===== config.mk =====
export PLATFORM = sky130hd
export DESIGN_NAME = rx_frame_parser
export DESIGN_NICKNAME = d
export VERILOG_FILES = /design/src/rtl/rx_frame_parser_pkg.sv /design/src/rtl/rx_header_capture.sv /design/src/rtl/rx_frame_parser.sv
export SDC_FILE = /design/constraint.sdc
export NUM_CORES = 1
export LEC_CHECK = 0
export BUFFER_PORTS_ARGS = -buffer_cell sky130_fd_sc_hd__buf_2
export CAP_MARGIN = 40
export CORE_MARGIN = 2
export CORE_UTILIZATION = 45
export DETAILED_ROUTE_END_ITERATION = 8
export HOLD_SLACK_MARGIN = 0.02
export PLACE_DENSITY = 0.65
export SLEW_MARGIN = 15
export SYNTH_ARGS = -nofsm -noshare
export SYNTH_HDL_FRONTEND = slang
export SYNTH_SLANG_ARGS = --single-unit

===== constraint.sdc =====
create_clock -name clk -period 3.5 [get_ports clk]
set_input_delay 0.35 -clock clk [delete_from_list [all_inputs] [get_ports clk]]
set_output_delay 0.35 -clock clk [all_outputs]
set_load 0.1 [all_outputs]

===== src/rtl/rx_frame_parser_pkg.sv =====
// Shared types and constants for the receive-side Ethernet frame parser.
// Latency: n/a (declarations only).
// Backpressure: n/a.
package rx_frame_parser_pkg;

  localparam int ETH_HDR_BYTES   = 14;
  localparam int ETH_MAX_PAYLOAD = 1500;

  // Ethernet header as it appears on the wire, first byte in the MSBs.
  typedef struct packed {
    logic [47:0] dest_mac;
    logic [47:0] src_mac;
    logic [15:0] len_type;
  } eth_hdr_t;

  // Receive parser state; kept separate from the TX controller's state type.
  typedef enum logic [1:0] {
    IDLE,
    HEADER_BYTES,
    DATA_BYTES,
    DROP
  } rx_fsm_t;

endpackage


===== src/rtl/rx_header_capture.sv =====
// Shifts header bytes in MSB-first and flags the byte that completes the header.
// Latency: hdr_next/done are combinational on the current byte; the shift register updates 1 clk later.
// Backpressure: none; every enabled byte is taken.
//
// Ports:
//   clk, rst_n  clock, asynchronous active-low reset
//   en          a header byte is present this cycle
//   start       the present byte is byte 0 of a frame (restarts the byte count)
//   din         present byte
//   hdr_next    shift register contents including the present byte
//   done        the present byte is the last header byte
module rx_header_capture #(
  parameter int HDR_BYTES = 14
) (
  input  logic                   clk,
  input  logic                   rst_n,
  input  logic                   en,
  input  logic                   start,
  input  logic [7:0]             din,
  output logic [HDR_BYTES*8-1:0] hdr_next,
  output logic                   done
);

  localparam int HDR_W = HDR_BYTES * 8;
  localparam int CNT_W = $clog2(HDR_BYTES + 1);

  logic [HDR_W-1:0] hdr_shift;
  logic [CNT_W-1:0] hdr_cnt;

  assign hdr_next = {hdr_shift[HDR_W-9:0], din};

  // hdr_cnt may be stale from a runt frame, so byte 0 never counts as completing.
  assign done = en && !start && (hdr_cnt == CNT_W'(HDR_BYTES - 1));

  always_ff @(posedge clk or negedge rst_n) begin
    if (!rst_n) begin
      hdr_shift <= '0;
      hdr_cnt   <= '0;
    end else if (en) begin
      hdr_shift <= hdr_next;
      if (start) begin
        hdr_cnt <= CNT_W'(1);
      end else if (hdr_cnt != CNT_W'(HDR_BYTES)) begin
        hdr_cnt <= hdr_cnt + CNT_W'(1);
      end
    end
  end

endmodule


===== src/rtl/rx_frame_parser.sv =====
// Strips the Ethernet header from the MAC rx byte stream and writes the payload into brx, committing or rewinding each frame.
// Latency: 1 clk from the accepting tvalid edge to brx_wr_en and every pulse output.
// Backpressure: none upstream (no tready); brx_full on a payload byte drops the rest of the frame.
//
// Ports:
//   clk, rst_n                       clock, asynchronous active-low reset
//   rx_axis_tdata/tvalid/tlast/tuser MAC receive stream; tuser marks a bad frame on the tlast byte
//   brx_full                         receive buffer cannot take a write this cycle
//   brx_wr_en, brx_wr_data           payload byte write into brx
//   brx_commit, brx_rewind           publish / discard bytes written since the last commit or rewind
//   rx_header_valid, rx_header       header fields updated (held until the next header completes)
//   payload_len                      payload byte count, valid with brx_commit
//   frame_err                        frame dropped (tuser, runt, oversize, overflow)
module rx_frame_parser
  import rx_frame_parser_pkg::*;
#(
  parameter int SIZE        = 2048,
  parameter int HDR_BYTES   = ETH_HDR_BYTES,
  parameter int MAX_PAYLOAD = ETH_MAX_PAYLOAD
) (
  input  logic                     clk,
  input  logic                     rst_n,
  input  logic [7:0]               rx_axis_tdata,
  input  logic                     rx_axis_tvalid,
  input  logic                     rx_axis_tlast,
  input  logic                     rx_axis_tuser,
  input  logic                     brx_full,
  output logic                     brx_wr_en,
  output logic [7:0]               brx_wr_data,
  output logic                     brx_commit,
  output logic                     brx_rewind,
  output logic                     rx_header_valid,
  output eth_hdr_t                 rx_header,
  output logic [$clog2(SIZE+1)-1:0] payload_len,
  output logic                     frame_err
);

  localparam int LEN_W = $clog2(SIZE + 1);

  rx_fsm_t                state, state_nxt;
  logic [LEN_W-1:0]       pay_cnt, pay_cnt_nxt, len_nxt;
  logic                   wr_en_nxt, commit_nxt, rewind_nxt, hv_nxt, err_nxt;
  logic                   hdr_en, hdr_start, hdr_done;
  logic [HDR_BYTES*8-1:0] hdr_next;
  logic                   over;

  assign hdr_start = (state == IDLE);
  assign hdr_en    = rx_axis_tvalid && ((state == IDLE) || (state == HEADER_BYTES));

  // A payload byte that cannot be written: buffer full, or it would exceed the payload limit.
  assign over = brx_full || (pay_cnt == LEN_W'(MAX_PAYLOAD));

  rx_header_capture #(
    .HDR_BYTES (HDR_BYTES)
  ) u_hdr (
    .clk      (clk),
    .rst_n    (rst_n),
    .en       (hdr_en),
    .start    (hdr_start),
    .din      (rx_axis_tdata),
    .hdr_next (hdr_next),
    .done     (hdr_done)
  );

  // State register
  always_ff @(posedge clk or negedge rst_n) begin
    if (!rst_n) begin
      state <= IDLE;
    end else begin
      state <= state_nxt;
    end
  end

  // Next-state logic
  always_comb begin
    state_nxt = state;
    if (rx_axis_tvalid) begin
      case (state)
        IDLE:         if (!rx_axis_tlast) state_nxt = HEADER_BYTES;
        HEADER_BYTES: begin
          if (rx_axis_tlast)  state_nxt = IDLE;
          else if (hdr_done)  state_nxt = DATA_BYTES;
        end
        DATA_BYTES: begin
          if (rx_axis_tlast)  state_nxt = IDLE;
          else if (over)      state_nxt = DROP;
        end
        DROP:         if (rx_axis_tlast) state_nxt = IDLE;
        default:      state_nxt = IDLE;
      endcase
    end
  end

  // Output logic: next values of the registered outputs and the payload counter
  always_comb begin
    wr_en_nxt   = 1'b0;
    commit_nxt  = 1'b0;
    rewind_nxt  = 1'b0;
    hv_nxt      = 1'b0;
    err_nxt     = 1'b0;
    len_nxt     = '0;
    pay_cnt_nxt = pay_cnt;
    if (rx_axis_tvalid) begin
      case (state)
        IDLE: begin
          if (rx_axis_tlast) err_nxt = 1'b1;
        end
        HEADER_BYTES: begin
          if (hdr_done) begin
            hv_nxt      = 1'b1;
            pay_cnt_nxt = '0;
            // Header-only frame: nothing was written, so a bad one needs no rewind.
            if (rx_axis_tlast) begin
              if (rx_axis_tuser) err_nxt    = 1'b1;
              else               commit_nxt = 1'b1;
            end
          end else if (rx_axis_tlast) begin
            err_nxt = 1'b1;
          end
        end
        DATA_BYTES: begin
          if (over || (rx_axis_tlast && rx_axis_tuser)) begin
            if (rx_axis_tlast) begin
              rewind_nxt = 1'b1;
              err_nxt    = 1'b1;
            end
          end else begin
            wr_en_nxt   = 1'b1;
            pay_cnt_nxt = pay_cnt + LEN_W'(1);
            if (rx_axis_tlast) begin
              commit_nxt = 1'b1;
              len_nxt    = pay_cnt + LEN_W'(1);
            end
          end
        end
        DROP: begin
          // pay_cnt is left alone here, so it saturates at the drop point.
          if (rx_axis_tlast) begin
            rewind_nxt = 1'b1;
            err_nxt    = 1'b1;
          end
        end
        default: ;
      endcase
    end
  end

  // Output and counter registers
  always_ff @(posedge clk or negedge rst_n) begin
    if (!rst_n) begin
      brx_wr_en       <= 1'b0;
      brx_wr_data     <= '0;
      brx_commit      <= 1'b0;
      brx_rewind      <= 1'b0;
      rx_header_valid <= 1'b0;
      rx_header       <= '0;
      payload_len     <= '0;
      frame_err       <= 1'b0;
      pay_cnt         <= '0;
    end else begin
      brx_wr_en       <= wr_en_nxt;
      brx_commit      <= commit_nxt;
      brx_rewind      <= rewind_nxt;
      rx_header_valid <= hv_nxt;
      frame_err       <= err_nxt;
      pay_cnt         <= pay_cnt_nxt;
      if (wr_en_nxt)  brx_wr_data <= rx_axis_tdata;
      if (hv_nxt)     rx_header   <= eth_hdr_t'(hdr_next);
      if (commit_nxt) payload_len <= len_nxt;
    end
  end

endmodule


==> metrics.md, run 1 <==
| Metric | Value |
|---|---|
| Boundary Pins | `approximately 150` |
| Core Region | `22600 µm²` |
| 1st-iter DRT viols | `roughly 280` |
| Gr usage total | `17.2%` |
| Fmax | `between 400 and 500 MHz` |
| GP Congestion | `roughly 0.85` |
| Final Worst Setup Slack | `around 1.1 ns` |
| Reg-to-reg slack, setup | `about 1.1 ns` |
| Worst Tran Pin Value | `0.864 ns` |
| Period utilization | `between 60% and 70%` |
| Syn_nets | `approximately 700` |
| Top cells by area, synth | `dfrtp_1 63%, mux2_2 25%, ha_1 1.2%, o2bb2ai_1 1.0%, buf_2 0.92%` |
| Post-synthesis sequential area ratio | `between 60% and 70%` |
| YS warnings | `0` |
| First-pass GRT wire length | `between 30000 and 40000 µm` |
| Pin count of the biggest net entering global routing | `114` |
| Hold_sp | `rx_axis_tdata[3]` |
| Vias in the first global route | `6447` |
| Total global routing overflow | `0` |
| Max-cap violations | `0` |
| TritonCTS clock tree | `done` |
| Synth unique cells | `between 50 and 60` |
| Critical Path Source Type | `flop` |
| Final hold vios | `0` |
| Depth of the CTS H-tree | `1` |
| Avg Inst Size Synth | `15.3 µm²` |
| # diodes | `0` |
| Post-Route Skew | `approximately 0.024 ns` |
| Detailed Routing Iterations Pass 1 | `4` |
| Clk buf depth | `3` |
| DP HPWL | `13700 µm` |
| CP Data Required Time | `about 4 ns` |
| Status | `completed` |
| DRT Wirelength | `20500 µm` |
| Post-Syn Area | `slightly above 10000 µm²` |
| FF-to-FF End | `rx_header[83]$_DFFE_PN0P_` |
| Nets | `~860` |
| Die Area | `~24000 µm²` |
| Clk sinks | `259` |
| FF-to-FF Start | `state[0]$_DFFE_PN0P_` |
| Post-synth ARST share | `100%` |
| EDFF count, synth | `0` |
| Vias | `~6000` |
| Die W | `around 160 µm` |
| Initial antenna violation count | `1` |
| Share of cells above drive strength 1 | `between 50% and 60%` |
| Worst Path Arrival | `roughly 2.8 ns` |
| Cts bufs inserted | `28` |
| Clk_lat worst skew | `approximately 0.54 ns` |
| Cell taking the most area after synthesis | `dfrtp_1` |
| Post-synth top area share | `~63%` |
| Die Span Y | `approximately 160 µm` |
| Vias per cell | `5.28` |
| RSZ-0062 raised after global routing | `false` |
| Initial core utilization | `between 40% and 50%` |
| Std-Cell Rows | `55` |
| Pins Over Slew Limit | `0` |
| Post-place setup slack | `around 1.1 ns` |
| Synthesis-to-finish area growth | `20.0%` |
| IO Port Bufs | `150` |
| Slew Limit Headroom | `between 40% and 50%` |
| Finished Layout Cells | `between 1000 and 1500` |
| Worst Hold Endpoint | `u_hdr.hdr_shift[3]$_DFFE_PN0P_` |
| Root Buffer | `clkbuf_16` |
| Reg clk slew, reported paths | `roughly 0.06 ns` |
| Main synth FF type | `dfrtp_1` |
| Setup_tns | `0 ns` |
| Hold WC Path Type | `input port to flop` |
| CP max FO | `67` |
| Routed len/inst | `18.0 µm` |
| # setup viols final | `0` |
| CP endpoint kind | `flop` |
| Post-CTS Setup Inserts | `0` |
| Hold_ws | `roughly 0.076 ns` |
| Post_cts resized | `0` |
| Worst Hold Depth | `2` |
| DRC violations left | `0` |
| Setup CP Type | `flop to flop` |
| Min Tclk post-route | `roughly 2.4 ns` |
| Leading cell type in the layout, fill and taps excluded | `dfrtp_1` |
| Mapped Cells | `677` |
| Most frequent cells in the layout | `259 x dfrtp_1, 227 x mux2_2, 149 x buf_2, 28 x clkbuf_16, 16 x nand2_1` |
| Synthesized flop and latch total | `around 260` |
| Antenna-violating nets left | `0` |
| Reg2Reg Depth | `7` |
| Placed Cells | `roughly 1100` |
[state kept, by name, indices dropped and copies added (netlist names)]
name	flops
brx_wr_data	8
pay_cnt	12
state	2
frame_err	1
brx_commit	1
payload_len	12
rx_header_valid	1
u_hdr.hdr_shift	104
brx_rewind	1
rx_header	112
brx_wr_en	1
u_hdr.hdr_cnt	4
[worst max-delay path by stage]
stage / from / end / slack (ns) / cells past startpoint
finish: state[0]$_DFFE_PN0P_ / rx_header[83]$_DFFE_PN0P_ / 1.11 / 7
global route: state[0]$_DFFE_PN0P_ / rx_header[87]$_DFFE_PN0P_ / 0.96 / 7
CTS: state[0]$_DFFE_PN0P_ / rx_header[83]$_DFFE_PN0P_ / 1.10 / 7
detailed placement: state[0]$_DFFE_PN0P_ / rx_header[57]$_DFFE_PN0P_ / 1.10 / 7
global placement: state[0]$_DFFE_PN0P_ / rx_header[54]$_DFFE_PN0P_ / 1.21 / 7
floorplan: state[0]$_DFFE_PN0P_ / rx_header[58]$_DFFE_PN0P_ / 1.35 / 10
[kinds of logic (layout without fill, tap and decap cells)]
kind of cell	Yosys count	after routing	share of synthesized area, %
adder cells (fa/ha/maj)	10	10	1.21
flip-flops	259	259	62.6
AND/OR/NAND/NOR	66	66	3.68
AO/OA/AOI/OAI	57	57	4.41
multiplexers	228	228	24.8
XOR/XNOR	9	9	0.761
buffers and inverters	48	225	2.62
[repair_timing]
action | 4_1_cts | 5_1_grt
setup endpoints to repair | 0 | 0
hold buffers | 1 | 0
endpoints found under the hold margin | 109 | 0
[area by class of cell]
cell class | instances | area (µm²)
Timing Repair Buffer | 161 | 896
Fill cell | 1849 | 10200
Tap cell | 285 | 357
Inverter | 12 | 45.0
Multi-Input combinational cell | 370 | 3620
Clock buffer | 34 | 773
Sequential cell | 259 | 6480
Clock inverter | 18 | 267
[layer usage]
| metal | GRT usage [%] | up-vias | share of wire, % |
|---|---|---|---|
| li1 | - | 2758 | - |
| met1 | 22.2 | 3041 | 43 |
| met2 | 29.0 | 178 | 48 |
| met3 | 4.47 | 40 | 6.7 |
| met4 | 4.81 | 2 | 2.0 |
| met5 | 0 | - | 0.034 |
[synthesized netlist by cell type (all sizes together) (3+ instances only)]
| library cell | instances |
|---|---|
| dfrtp | 259 |
| mux2 | 227 |
| buf | 31 |
| nand2 | 16 |
| nand3 | 13 |
| inv | 12 |
| o2bb2ai | 12 |
| ha | 10 |
| o21ai | 9 |
| a31oi | 8 |
| nor3 | 8 |
| nor2 | 7 |
| xnor2 | 7 |
| a21oi | 6 |
| clkbuf | 5 |
| nor4 | 5 |
| a21o | 3 |
| nand4 | 3 |
| o31ai | 3 |
[through the flow]
| stage | area, µm² | util (%) |
|---|---|---|
| 3_5_place_dp | 11400 | 50.3 |
| 3_3_place_gp | 11400 | 50.3 |
| 4_1_cts | 12400 | 54.9 |
| 2_1_floorplan | 10400 | - |
| 5_1_grt | 12400 | 54.9 |
| 6_report | 12400 | 54.9 |
[worst max-delay path, cell delays in order (launching register included)]
cell,delay (ns)
dfrtp_1,0.40
inv_1,0.10
ha_1,0.33
nand4b_4,0.26
or2_2,0.36
inv_2,0.08
buf_12,0.30
mux2_2,0.38
Power of run 1 is not shown: default switching activity piles up to over one toggle a cycle in this logic, so the estimate is an artifact.
==> inputs of run 2 (changes only) <==
PLACE_DENSITY = 0.68   (was 0.65)
clock period = 2.1 ns   (was 3.5 ns; I/O delays follow)
==> run 2 against run 1 <==
Global-route usage up 0.34 points. Clock-buffer cell count up 3. Flip-flop and latch count unchanged. Critical path depth down 1. Utilization up 1.5 points. Critical path type unchanged.
==> metrics.md, run 2 (synthesis results as in run 1) <==
| Metric | Value |
|---|---|
| Pins Over Slew Limit | `0` |
| Root Buffer | `clkbuf_16` |
| Clk_lat worst skew | `between 0.5 and 0.6 ns` |
| First-pass GRT wire length | `approximately 35000 µm` |
| Routed len/inst | `17.9 µm` |
| Most flop-heavy register | `rx_header` |
| DP HPWL | `14100 µm` |
| Die Area | `around 24000 µm²` |
| Min Tclk post-route | `1.99 ns` |
| Hold WC Path Type | `input port to flop` |
| Std-Cell Rows | `between 50 and 60` |
| Synthesis-to-finish area growth | `23.2%` |
| Critical Path Source Type | `flop` |
| Gr usage total | `between 10% and 20%` |
| Depth of the CTS H-tree | `1` |
| CP max FO | `5` |
| Vias per cell | `roughly 5.2` |
| Number of fill cells in the layout | `between 1500 and 2000` |
| Final hold vios | `0` |
| CP Data Required Time | `between 2 and 3 ns` |
| Initial antenna violation count | `0` |
| Initial core utilization | `45.8%` |
| Cts bufs inserted | `27` |
| Slew Limit Headroom | `~63%` |
| Worst Path Arrival | `around 2.4 ns` |
| Worst Tran Pin Value | `~0.55 ns` |
| CP endpoint kind | `flop` |
| Core Region | `between 20000 and 25000 µm²` |
| Detailed Routing Iterations Pass 1 | `4` |
| GP Congestion | `slightly above 0.8` |
| Status | `completed` |
| Reg clk slew, reported paths | `around 0.060 ns` |
| Nets | `a little under 900` |
| Fmax | `around 500 MHz` |
| Largest register FFs | `approximately 110` |
| TritonCTS clock tree | `done` |
| RSZ-0062 raised after global routing | `false` |
| Most frequent cells in the layout | `259 x dfrtp_1, 227 x mux2_2, 149 x buf_2, 29 x clkbuf_16, 25 x buf_4` |
| IO Port Bufs | `150` |
| DRT Wirelength | `around 21000 µm` |
| Total global routing overflow | `0` |
| Largest registers | `rx_header (112), u_hdr.hdr_shift (104)` |
| Max-cap violations | `0` |
| Vias | `slightly above 6000` |
| Pin count of the biggest net entering global routing | `65` |
| Die W | `around 160 µm` |
| 1st-iter DRT viols | `221` |
| Post-Route Skew | `a little over 0.01 ns` |
| Antenna-violating nets left | `0` |
| Period utilization | `a little over nine tenths` |
| Clk sinks | `between 200 and 300` |
| Leading cell type in the layout, fill and taps excluded | `dfrtp_1` |
| Boundary Pins | `151` |
| Setup_tns | `0 ns` |
| # setup viols final | `0` |
| DRC violations left | `0` |
| Post-CTS Setup Inserts | `0` |
| Setup CP Type | `flop to flop` |
| Share of cells above drive strength 1 | `54.1%` |
| Clk buf depth | `3` |
| # diodes | `0` |
| Vias in the first global route | `between 6000 and 7000` |
| Die Span Y | `~160 µm` |
run 2: cell count changes in the layout (fill, tap and decap cells not counted), sizes merged:
cell         change
clkbuf           +5
inv              +1
clkinv           -1
buf             +26
dlygate4sd3     +10
bufinv           -4
clkinvlp         -2
run 2: critical path, stage by stage, from the launching register on:
cell and delay, ns:
dfrtp_1 0.39, inv_2 0.08, ha_2 0.18, or4b_4 0.48, o31ai_4 0.37, nor3_1 0.10, mux2_2 0.27
run 2: path summary, 6_finish.rpt:
path,slack [ns],cells past startpoint,from,endpoint
worst max register to register,0.11,6,pay_cnt[1]$_DFFE_PN0P_,payload_len[4]$_DFFE_PN0P_
worst max-delay path,0.11,6,pay_cnt[1]$_DFFE_PN0P_,payload_len[4]$_DFFE_PN0P_
worst min register to register,0.48,1,payload_len[7]$_DFFE_PN0P_,payload_len[7]$_DFFE_PN0P_
min in group asynchronous,0.23,2,rst_n,payload_len[8]$_DFFE_PN0P_
max in group asynchronous,1.15,3,rst_n,u_hdr.hdr_shift[57]$_DFFE_PN0P_
worst min-delay path,0.09,3,rx_axis_tlast,frame_err$_DFF_PN0_
run 2: layout make-up:
| type | instances | area [µm²] | area share (%) |
|---|---|---|---|
| well taps | 285 | 357 | 2.79 |
| flip-flops and latches | 259 | 6480 | 50.8 |
| clock buffers | 37 | 773 | 6.06 |
| multi-input cells | 370 | 3650 | 28.6 |
| inverters | 12 | 50.0 | 0.392 |
| repair buffers | 199 | 1330 | 10.4 |
| clock inverters | 12 | 123 | 0.960 |
run 2: per-layer routing:
layer | up-vias | routed length [µm] | track usage [%]
met1 | 3143 | 9430 | 24.1
met5 | - | 0 | 0
li1 | 2826 | - | -
met2 | 138 | 10100 | 28.7
met4 | 0 | 500 | 4.54
met3 | 31 | 1030 | 3.58
run 2: timing repair:
item,4_1_cts,5_1_grt
endpoints found under the setup margin,0,79
hold endpoints to repair,84,0
resized for setup,0,11
hold buffers,11,0
run 2: metrics by stage:
stage	cells	cell area, µm²	util [%]	setup slack, ns	hold WS (ns)
2_1_floorplan	677	10400	-	0.00399	-0.0856
3_3_place_gp	1112	11700	51.6	0.103	0.198
3_5_place_dp	1112	11700	51.6	0.00773	0.206
4_1_cts	1172	12700	56.0	0.00266	0.0293
5_1_grt	1174	12800	56.4	0.00349	0.0740
6_report	1174	12800	56.4	0.113	0.0881
Power of run 2 is left out for the same reason.
==> inputs of run 3 (changes only) <==
REMOVE_ABC_BUFFERS = 1   (was not set)
==> run 3 against run 2 <==
Utilization is 0.12 points lower. Global-route usage is 1.3 points lower. First-iteration DRC count is 34% higher. Non-clock buffer count is 1 higher. Critical endpoint is now payload_len[2]$_DFFE_PN0P_. Largest cell class unchanged. Highest routed layer unchanged.
==> metrics.md, run 3 (synthesis results as in run 1) <==
| Metric | Value |
|---|---|
| CP Data Required Time | `between 2 and 3 ns` |
| Pin count of the biggest net entering global routing | `70` |
| Antenna-violating nets left | `0` |
| Pins Over Slew Limit | `0` |
| Nets | `895` |
| Depth of the CTS H-tree | `1` |
| IO Port Bufs | `150` |
| Placed Cells | `1113` |
| Reg clk slew, reported paths | `about 0.060 ns` |
| CP endpoint kind | `flop` |
| DRC violations left | `0` |
| Clk_lat worst skew | `about 0.52 ns` |
| Routed len/inst | `16.8 µm` |
| Boundary Pins | `about 150` |
| Post-place setup slack | `between 0.02 and 0.025 ns` |
| Slew Limit Headroom | `roughly two thirds` |
| First-pass GRT wire length | `roughly 32000 µm` |
| Fmax | `499 MHz` |
| Clk sinks | `259` |
| Std-Cell Rows | `55` |
| Share of cells above drive strength 1 | `a little over half` |
| Core Region | `approximately 23000 µm²` |
| Root Buffer | `clkbuf_16` |
| Most flop-heavy register | `rx_header` |
| Clk buf depth | `3` |
| Final Worst Setup Slack | `a little under 0.1 ns` |
| RSZ-0062 raised after global routing | `false` |
| Worst Tran Pin Value | `0.525 ns` |
| Status | `completed` |
| Critical Path Source Type | `flop` |
| Detailed Routing Iterations Pass 1 | `4` |
| Die Area | `24300 µm²` |
| CP max FO | `6` |
| Hold WC Path Type | `input port to flop` |
| Largest registers | `rx_header (112), u_hdr.hdr_shift (104)` |
| Gr usage total | `approximately 16%` |
| Min Tclk post-route | `between 2 and 2.5 ns` |
| Die Span Y | `156 µm` |
| Most frequent cells in the layout | `259 x dfrtp_1, 227 x mux2_2, 149 x buf_2, 30 x clkbuf_16, 29 x buf_4` |
| 1st-iter DRT viols | `approximately 300` |
| Initial core utilization | `~46%` |
| Worst Path Arrival | `roughly 2.4 ns` |
| # diodes | `0` |
| Die W | `roughly 160 µm` |
| Vias per cell | `5.16` |
| Period utilization | `between 90% and 100%` |
| Finished Layout Cells | `between 1000 and 1500` |
| Total global routing overflow | `0` |
| Initial antenna violation count | `0` |
| Cts bufs inserted | `28` |
| Post-Route Skew | `just over 0.008 ns` |
| DP HPWL | `12900 µm` |
| Setup CP Type | `flop to flop` |
| Largest register FFs | `112` |
| Fin util | `approximately 56%` |
| Number of fill cells in the layout | `roughly 1800` |
| Vias in the first global route | `~6200` |
| TritonCTS clock tree | `done` |
| Final hold vios | `0` |
| DRT Wirelength | `19700 µm` |
| Vias | `6067` |
| # setup viols final | `0` |
| Setup_tns | `0 ns` |
| Leading cell type in the layout, fill and taps excluded | `dfrtp_1` |
| Synthesis-to-finish area growth | `23.0%` |
| Max-cap violations | `0` |
| GP Congestion | `about 0.85` |
==> run 3: cell count changes in the layout (fill, tap and decap cells not counted), sizes merged <==
cell    change
buf         +2
inv         -2
bufinv      +1
clkbuf      +1
==> run 3: path summary, 6_finish.rpt <==
path,start,endpoint,slack (ns),cells after the start
max,pay_cnt[1]$_DFFE_PN0P_,payload_len[2]$_DFFE_PN0P_,0.1,7
min,rx_axis_tlast,payload_len[1]$_DFFE_PN0P_,0.06,3
max reg2reg,pay_cnt[1]$_DFFE_PN0P_,payload_len[2]$_DFFE_PN0P_,0.1,7
min reg2reg,payload_len[11]$_DFFE_PN0P_,payload_len[11]$_DFFE_PN0P_,0.49,1
max in group asynchronous,rst_n,u_hdr.hdr_shift[48]$_DFFE_PN0P_,1.15,3
min in group asynchronous,rst_n,rx_header[94]$_DFFE_PN0P_,0.20,2
==> run 3: per-stage QoR <==
stage	hold slack (ns)	cell area [µm²]
2_1_floorplan	-0.0856	10100
3_3_place_gp	0.161	11600
3_5_place_dp	0.167	11600
5_1_grt	0.0674	12700
4_1_cts	0.0312	12700
6_report	0.0590	12700
==> run 3: area by class of cell <==
cell class	instances	area [µm²]	share of cell area, %
clock buffer	39	813	6.38
multi-input combinational	370	3630	28.5
inverter	12	50.0	0.393
sequential	259	6480	50.9
timing repair buffer	200	1280	10.0
clock inverter	11	133	1.04
tap	285	357	2.80
==> run 3: routing by layer <==
layer | vias to the layer above | part of all wire, % | track usage, %
li1 | 2833 | - | -
met1 | 3078 | 47 | 23.3
met2 | 130 | 46 | 25.9
met3 | 26 | 5.1 | 3.19
met4 | 0 | 1.4 | 3.71
met5 | - | 0 | 0
==> run 3: critical path, cell delays in order, from the launching register on <==
cell and delay (ns):
dfrtp_1 0.38, inv_1 0.10, ha_2 0.20, or4b_4 0.48
o31ai_4 0.21, buf_4 0.18, nor3_1 0.06, mux2_2 0.26
==> run 3: repair_timing <==
action / in CTS / in global routing
endpoints found under the setup margin: 0 / 123
buffers inserted: 0 / 1
resized for setup: 0 / 9
hold buffers: 11 / 0
hold endpoints to repair: 75 / 0
Power of run 3 is left out for the same reason.
